--- src/rtl/led_effect_pkg.sv ---
// Shared definitions for the LED fill/drain effect sequencer.
//   led_state_e    : sequencer state, also driven out on the phase port
//   DEF_*          : default timing / geometry for a 50 MHz board with 8 LEDs
package led_effect_pkg;

    typedef enum logic [2:0] {
        ST_IDLE       = 3'd0,
        ST_FILL       = 3'd1,
        ST_HOLD_FULL  = 3'd2,
        ST_DRAIN      = 3'd3,
        ST_HOLD_EMPTY = 3'd4
    } led_state_e;

    localparam int DEF_DIV        = 25_000_000;
    localparam int DEF_WIDTH      = 8;
    localparam int DEF_HOLD_STEPS = 2;

endpackage

--- src/rtl/led_tick_gen.sv ---
// Step-rate prescaler.
//   clk   : system clock
//   reset : synchronous, active-high
//   en    : count enable; counter holds its value while low
//   clr   : forces the counter to 0 (wins over en)
//   tick  : high on the enabled cycle where the counter sits at DIV-1
module led_tick_gen #(
    parameter int DIV = 4
) (
    input  logic clk,
    input  logic reset,
    input  logic en,
    input  logic clr,
    output logic tick
);

    localparam int CNT_W = (DIV > 1) ? $clog2(DIV) : 1;
    localparam logic [CNT_W-1:0] CNT_LAST = CNT_W'(DIV - 1);

    logic [CNT_W-1:0] cnt_q, cnt_d;

    // A tick is only reported on a cycle that actually advances the counter,
    // so a disabled (paused) cycle defers the tick instead of dropping it.
    assign tick = en && !clr && (cnt_q == CNT_LAST);

    always_comb begin
        cnt_d = cnt_q;
        if (clr) begin
            cnt_d = '0;
        end else if (en) begin
            cnt_d = (cnt_q == CNT_LAST) ? '0 : cnt_q + 1'b1;
        end
    end

    always_ff @(posedge clk) begin
        if (reset) begin
            cnt_q <= '0;
        end else begin
            cnt_q <= cnt_d;
        end
    end

endmodule

--- src/rtl/led_seq_ctrl.sv ---
// Sequencer for an 8-bit SIPO LED shift register: fill with ones, hold lit,
// drain with zeros, hold dark, repeat while en is high.
//   clk, reset : system clock, synchronous active-high reset
//   en         : run request (level), only looked at on a cycle boundary
//   pause      : freezes prescaler and sequence while high
//   sw_dir     : 1 = left-to-right, latched at each cycle start
//   s_in, lr   : serial data and direction for the shift register
//   shift_en   : one-clock shift strobe, the cycle after a step tick
//   phase      : current state code
//   busy       : state is not IDLE
//   cycle_done : one-clock pulse after the last hold step of a cycle
module led_seq_ctrl
    import led_effect_pkg::*;
#(
    parameter int DIV        = DEF_DIV,
    parameter int WIDTH      = DEF_WIDTH,
    parameter int HOLD_STEPS = DEF_HOLD_STEPS
) (
    input  logic       clk,
    input  logic       reset,
    input  logic       en,
    input  logic       pause,
    input  logic       sw_dir,
    output logic       s_in,
    output logic       lr,
    output logic       shift_en,
    output logic [2:0] phase,
    output logic       busy,
    output logic       cycle_done
);

    localparam int STEP_MAX = (WIDTH > HOLD_STEPS) ? WIDTH : HOLD_STEPS;
    localparam int STEP_W   = $clog2(STEP_MAX + 1);
    localparam logic [STEP_W-1:0] SHIFT_LAST = STEP_W'(WIDTH - 1);
    localparam logic [STEP_W-1:0] HOLD_LAST  = STEP_W'((HOLD_STEPS > 0) ? HOLD_STEPS - 1 : 0);

    led_state_e        state_q, state_d;
    logic [STEP_W-1:0] step_q, step_d;
    logic              s_in_q, s_in_d;
    logic              lr_q, lr_d;
    logic              shift_en_q, shift_en_d;
    logic              cycle_done_q, cycle_done_d;

    logic tick;
    logic tick_clr;
    logic cycle_end;

    led_tick_gen #(
        .DIV (DIV)
    ) u_tick (
        .clk   (clk),
        .reset (reset),
        .en    ((state_q != ST_IDLE) && !pause),
        .clr   (tick_clr),
        .tick  (tick)
    );

    always_comb begin
        state_d      = state_q;
        step_d       = step_q;
        s_in_d       = s_in_q;
        lr_d         = lr_q;
        shift_en_d   = 1'b0;
        cycle_done_d = 1'b0;
        tick_clr     = 1'b0;
        cycle_end    = 1'b0;

        unique case (state_q)
            ST_IDLE: begin
                if (en && !pause) begin
                    state_d  = ST_FILL;
                    lr_d     = sw_dir;
                    step_d   = '0;
                    tick_clr = 1'b1;
                end
            end
            ST_FILL: begin
                if (tick) begin
                    s_in_d     = 1'b1;
                    shift_en_d = 1'b1;
                    if (step_q == SHIFT_LAST) begin
                        step_d = '0;
                        if (HOLD_STEPS == 0) state_d = ST_DRAIN;
                        else                 state_d = ST_HOLD_FULL;
                    end else begin
                        step_d = step_q + 1'b1;
                    end
                end
            end
            ST_HOLD_FULL: begin
                if (tick) begin
                    if (step_q == HOLD_LAST) begin
                        step_d  = '0;
                        state_d = ST_DRAIN;
                    end else begin
                        step_d = step_q + 1'b1;
                    end
                end
            end
            ST_DRAIN: begin
                if (tick) begin
                    s_in_d     = 1'b0;
                    shift_en_d = 1'b1;
                    if (step_q == SHIFT_LAST) begin
                        step_d = '0;
                        if (HOLD_STEPS == 0) cycle_end = 1'b1;
                        else                 state_d   = ST_HOLD_EMPTY;
                    end else begin
                        step_d = step_q + 1'b1;
                    end
                end
            end
            ST_HOLD_EMPTY: begin
                if (tick) begin
                    if (step_q == HOLD_LAST) begin
                        step_d    = '0;
                        cycle_end = 1'b1;
                    end else begin
                        step_d = step_q + 1'b1;
                    end
                end
            end
            default: begin
                state_d = ST_IDLE;
                step_d  = '0;
            end
        endcase

        // The prescaler has just wrapped to 0, so a restart needs no clear;
        // the next FILL step lands exactly DIV clocks later.
        if (cycle_end) begin
            cycle_done_d = 1'b1;
            if (en) begin
                state_d = ST_FILL;
                lr_d    = sw_dir;
            end else begin
                state_d = ST_IDLE;
            end
        end
    end

    always_ff @(posedge clk) begin
        if (reset) begin
            state_q      <= ST_IDLE;
            step_q       <= '0;
            s_in_q       <= 1'b0;
            lr_q         <= 1'b0;
            shift_en_q   <= 1'b0;
            cycle_done_q <= 1'b0;
        end else begin
            state_q      <= state_d;
            step_q       <= step_d;
            s_in_q       <= s_in_d;
            lr_q         <= lr_d;
            shift_en_q   <= shift_en_d;
            cycle_done_q <= cycle_done_d;
        end
    end

    assign s_in       = s_in_q;
    assign lr         = lr_q;
    assign shift_en   = shift_en_q;
    assign cycle_done = cycle_done_q;
    assign phase      = state_q;
    assign busy       = (state_q != ST_IDLE);

endmodule

--- config.mk ---
export PLATFORM = sky130hd
export DESIGN_NAME = led_seq_ctrl
export DESIGN_NICKNAME = d
export VERILOG_FILES = /design/src/rtl/led_effect_pkg.sv /design/src/rtl/led_tick_gen.sv /design/src/rtl/led_seq_ctrl.sv
export SDC_FILE = /design/constraint.sdc
export NUM_CORES = 1
export LEC_CHECK = 0
export ABC_CLOCK_PERIOD_IN_PS = 3900
export CAP_MARGIN = 30
export CORE_UTILIZATION = 46
export DETAILED_ROUTE_END_ITERATION = 12
export GPL_ROUTABILITY_DRIVEN = 0
export PLACE_DENSITY = 0.69
export RECOVER_POWER = 25
export SLEW_MARGIN = 20
export SYNTH_ARGS = -nofsm -noshare
export SYNTH_HDL_FRONTEND = slang
export SYNTH_HIERARCHICAL = 1
export SYNTH_SLANG_ARGS = --single-unit
--- constraint.sdc ---
create_clock -name clk -period 3.9 [get_ports clk]
set_clock_uncertainty 0.1 [all_clocks]
set_input_delay 0.975 -clock clk [delete_from_list [all_inputs] [get_ports clk]]
set_output_delay 0.975 -clock clk [all_outputs]
set_load 0.05 [all_outputs]
# Word-level counts from Yosys, hierarchy flattened
# Index checks and enable logic that the tools add are counted.
# word_totals
ff_bits	36
in_bits	5
wordCells	77
out_inout_bits	8
# classes
n_addsub	2
eq_ne	20
n_mux	31
bitwise	1
reduce_logical	16
# op_table
op	count
$add 25x1->25 const B	1
$eq 25x25->1 const B	1
$mux 25	1
$mux 3	8
$ne 3x3->1 const B	7
$mux 4	5
$pmux 3 s5	1
$mux 1	14
$pmux 4 s3	1
$ne 2x2->1 const B	4
$reduce_and 8->1	1
$reduce_or 2->1	4
$eq 3x2->1 const B	2
$reduce_and 3->1	2
$add 4x1->4 const B	1
$eq 4x1->1 const B	1
$eq 4x3->1 const B	1
$logic_and 1x1->1	4
$ne 2x1->1 const B	2
$eq 3x1->1 const B	1
$eq 3x3->1 const B	1
$logic_not 3->1	1
$reduce_bool 3->1	1
$logic_not 1->1	2
other kinds (3)	3

# Logic depth before layout (Yosys ltp)
# depth
depth_word	11
ltp_mapped	11
ltp_nobuf	9

# Hierarchy
# The synthesis kept the hierarchy.
# modules_own_cells
mod	instances	cells_each	area_each_um2	seq_area_each_um2
led_tick_gen	1	141	1226.2	500.5
led_seq_ctrl	1	75	655.6	220.2

# Worst setup path before layout
# No wires, ideal clock.
# synth_path
path_kind	reg2reg
startpoint	register state_q[1] (netlist: phase[1])
endpoint	register step_q[3]
arrival_time_ns	3.067
path_stages_with_launch	12
setup_time_ns	0.127
slack_ns	0.606
required_ns	3.673
path_cell_list	dfxtp_1 -> buf_2 -> nor3_1 -> nor2_1 -> buf_4 -> nand3_2 -> or4_4 -> nor3_1 -> nor2_1 -> a22oi_4 -> a21boi_1 -> o32ai_2
# synth_between
elab_chain_cells	7
elab_cells_between_ends	18
cone_classes	7 x eq/ne; 2 x mux; 9 x reduce/logical
# synth_rtl
item	line	rtl
from (decl)	led_seq_ctrl.sv:37	led_state_e state_q, state_d;
from (signal assigned)	led_seq_ctrl.sv:151	state_q <= state_d;
$logic_not 3->1	led_seq_ctrl.sv:68	unique case (state_q)
$mux 1	led_seq_ctrl.sv:68	
$logic_not 1->1	led_tick_gen.sv:24	assign tick = en && !clr && (cnt_q == CNT_LAST);
$logic_and 1x1->1 (*) (2 in series)	led_tick_gen.sv:24	
via tick	led_seq_ctrl.sv:44	logic tick;
$ne 2x1->1 (no line)	n/a	
$reduce_and 3->1 (no line) (*)	n/a	
to (signal assigned)	led_seq_ctrl.sv:152	step_q <= step_d;
to (decl)	led_seq_ctrl.sv:38	logic [STEP_W-1:0] step_q, step_d;
# Mark *: on every way through the listed nets, which the timed path passes. The rest lies on a longest branch.
# A chain may end at the register's enable or synchronous reset.

# Worst setup path after layout
# layout_path
startpoint	input pause
endpoint	register state_q[0] (netlist: phase[0])
# layout_between
elab_chain_cells	11
elab_cells_between_ends	20
cone_classes	8 x eq/ne; 5 x mux; 7 x reduce/logical
# layout_rtl
item	line	rtl
from (decl)	led_seq_ctrl.sv:22	input logic pause,
$logic_not 1->1 (*)	led_seq_ctrl.sv:53, led_seq_ctrl.sv:70	
$logic_and 1x1->1	led_seq_ctrl.sv:70	if (en && !pause) begin
$mux 1	led_seq_ctrl.sv:70	
$mux 1	led_seq_ctrl.sv:68	
$logic_not 1->1	led_tick_gen.sv:24	
$logic_and 1x1->1 (*) (2 in series)	led_tick_gen.sv:24	
via tick	led_seq_ctrl.sv:44	
$mux 1	led_seq_ctrl.sv:114	if (tick) begin
$mux 1	led_seq_ctrl.sv:68	
$ne 3x3->1 (no line) or $ne 2x2->1 (tied branches)	n/a	
$reduce_and 8->1 (no line)	n/a	
# Marks and branches as above.

==> summary.txt <==
Outcome
  – Outcome: completed

STA
  – Setup violators final: 0
  – Fin crit period: 3546 ps
  – WHS: 389.1 ps
  – Fmax: 282.0 MHz
  – TNS Setup: 0 ps
  – Final slew viol count: 0
  – Least-Margin Pin Slew: 992.3 ps
  – Max_slew headroom: 33.84%
  – Hold Fails Final Rpt: 0
  – Unrepaired setup endpoints after global routing: false
  – Fin crit share: 90.92%

Global routing
  – Vias in the first global route: 1,429
  – GRT Util Overall: 18.78%
  – Largest net degree at the start of global routing: 26
  – First-pass GRT wire length: 6.251 mm
  – Grt total ovfl: 0
  – Initial antenna violation count: 0

Die
  – DIE WIDTH: 65.96 um
  – Starting Density: 49.54%
  – Core Area: 0.003799 mm^2
  – # IOs: 13
  – DIE AREA: 0.004351 mm^2
  – Row cnt: 22
  – Die Height: 65.96 um

Synth
  – Main combinational cell family by area after synthesis: simple AND/OR/NAND/NOR gates
  – Synth Area in Compound Gates: 13.30%
  – Number of synthesized flops with an enable pin: 0
  – Post-synth cell types: 51
  – Post-Synth Adder-Cell Area: 1.995%
  – Area leader, netlist: dfxtp_1
  – Seq/Total Area, Yosys: 38.30%
  – Main flop type after synthesis: dfxtp_1
  – Synth Instances: 216
  – Mapped Area: 0.001882 mm^2
  – #FFs+latches synth: 36
  – Synth top cells by count: dfxtp_1, nor2_1, xnor2_1
  – Area share of the largest cell type after synthesis: 38.30%
  – Mapped Nets: 224
  – Asr flop ratio synth: 0%
  – Post-Synth XOR/XNOR Area: 7.447%
  – Most frequent cell after synthesis: dfxtp_1
  – Synth Area per Inst: 8.712 um^2
  – Synth top area cells: dfxtp_1, nor2_1, xnor2_1, a21oi_1, nor3_1
  – Ys Warns: 6
  – Synth Area in Simple Gates: 33.51%
  – Post-synthesis mux area share: 1.064%

Detailed routing
  – First-pass DRT Iterations: 4
  – Via/cell ratio: 5.480
  – Via count: 1,518
  – Number of remaining DRC errors: 0
  – WL/cell: 13.00 um
  – Post-detailed-route count of antenna-violating nets: 0
  – DRT iter0 DRCs: 80
  – Final wirelength: 3.601 mm

Setup path
  – Crit path max fanout: 6
  – CP endpoint kind: flip-flop
  – CP max-delay cell: or4_1
  – Most used cell, CP: a2111oi_0
  – Crit Path Category: in -> reg
  – CP cell instances: clkdlybuf4s50_1, nor2_1, nand3_2, or4_1, nor3_1, clkbuf_1, and4bb_1, a2111oi_0, a2111oi_0
  – CP max stage delay: 570 ps
  – Worst Setup Start Kind: input pin
  – Req. time, crit path: 3950 ps
  – Worst Path Arrival: 3590 ps

CTS
  – CTS root buf: clkbuf_8
  – H-tree Lvls: 2
  – Post-CTS sizing: 0
  – Later-pin clock latency in the skew report: 280 ps
  – CTS tree: done
  – Maximum clock insertion buffer count: 2
  – CTS Hold Buffers Added: 0
  – # clock sinks: 36
  – Post-CTS setup repair buffer count: 0
  – Clock transition at path regs: 70 ps
  – TritonCTS Buffers: 5

Pwr
  – Tot Pwr: 659.3 uW
  – PD cells: 315.3 mW/mm^2
  – LEAKAGE: 0.6848 nW
  – Peak VDD IR: 0.2563 mV

Place
  – Placed Area: 0.002028 mm^2
  – DP HPWL: 2.596 mm
  – Port Buffer Count: 12

Final layout
  – Fillers: 371
  – Synth-to-layout area growth: 11.10%
  – Share of cells above drive strength 1: 8.734%
  – Core Util, Final: 55.04%
  – ANT cells: 0
  – Layout Nets: 237
  – Final instance area: 0.002091 mm^2

Min path
  – Worst min path class: reg -> reg

Job
  – Maxcap violations: 0
per-stage QoR:
step | cells | worst slack [ps]
after floorplan | 216 | 606.0
after global placement | 270 | 403.6
after detailed placement | 270 | 245.3
after CTS | 277 | 533.0
after global routing | 277 | 203.8
final | 277 | 354.0
metal layers:
metal / up-vias / wire length, um / GRT usage (%)
li1: 803 / - / -
met1: 688 / 1758 / 23.47
met2: 25 / 1682 / 30.87
met3: 2 / 135 / 5.690
met4: 0 / 26 / 5.585
met5: - / 0 / 0
sequential cells by signal, indices dropped and copies added (netlist names):
signal	flops
u_tick/cnt_q	25
step_q	4
cycle_done	1
s_in	1
shift_en	1
phase	3
lr	1
final timing paths:
| kind | from | to | slack (ps) | cells after the start |
|---|---|---|---|---|
| max reg2reg | phase[1]$_SDFFE_PP0P_ | phase[0]$_SDFFE_PP0P_ | 730 | 9 |
| max | pause | phase[0]$_SDFFE_PP0P_ | 350 | 9 |
| min reg2reg | s_in$_SDFFE_PP0P_ | s_in$_SDFFE_PP0P_ | 390 | 2 |
| min | s_in$_SDFFE_PP0P_ | s_in$_SDFFE_PP0P_ | 390 | 2 |
placed cells by master (no fill, tap or decap), types with 9 or more instances in the layout:
cell type,count
dfxtp_1,36
nor2_1,32
xnor2_1,13
a21oi_1,11
nor3_1,10
nand2_1,10
o21ai_0,9
critical path: cells and delay by family:
family	cells	cell delay [ps]
compound gates	2	550
buf+inv	2	730
simple gates	5	1320
area by class of cell:
class                      count  area (um^2)  area share (%)
clock buffer                   6        72.57           3.471
clock inverter                 1        5.005          0.2394
inverter                       7        26.28           1.257
multi-input combinational    164         1067           51.05
sequential                    36        720.7           34.47
tap                           48        60.06           2.873
timing repair buffer          15        138.9           6.643
logic make-up after synthesis:
group / count (synthesis)
buf+inv: 16
simple gates: 108
fa+ha+maj: 3
xor+xnor: 16
compound gates: 35
flops: 36
mux: 2
where the power goes:
group / switching, mW / internal, mW / total [mW]
clock: 0.120 / 0.121 / 0.241
combinational: 0.0271 / 0.0175 / 0.0446
sequential: 0.00376 / 0.370 / 0.374
total: 0.151 / 0.509 / 0.659
No activity file was read; power rests on OpenSTA's default activity.
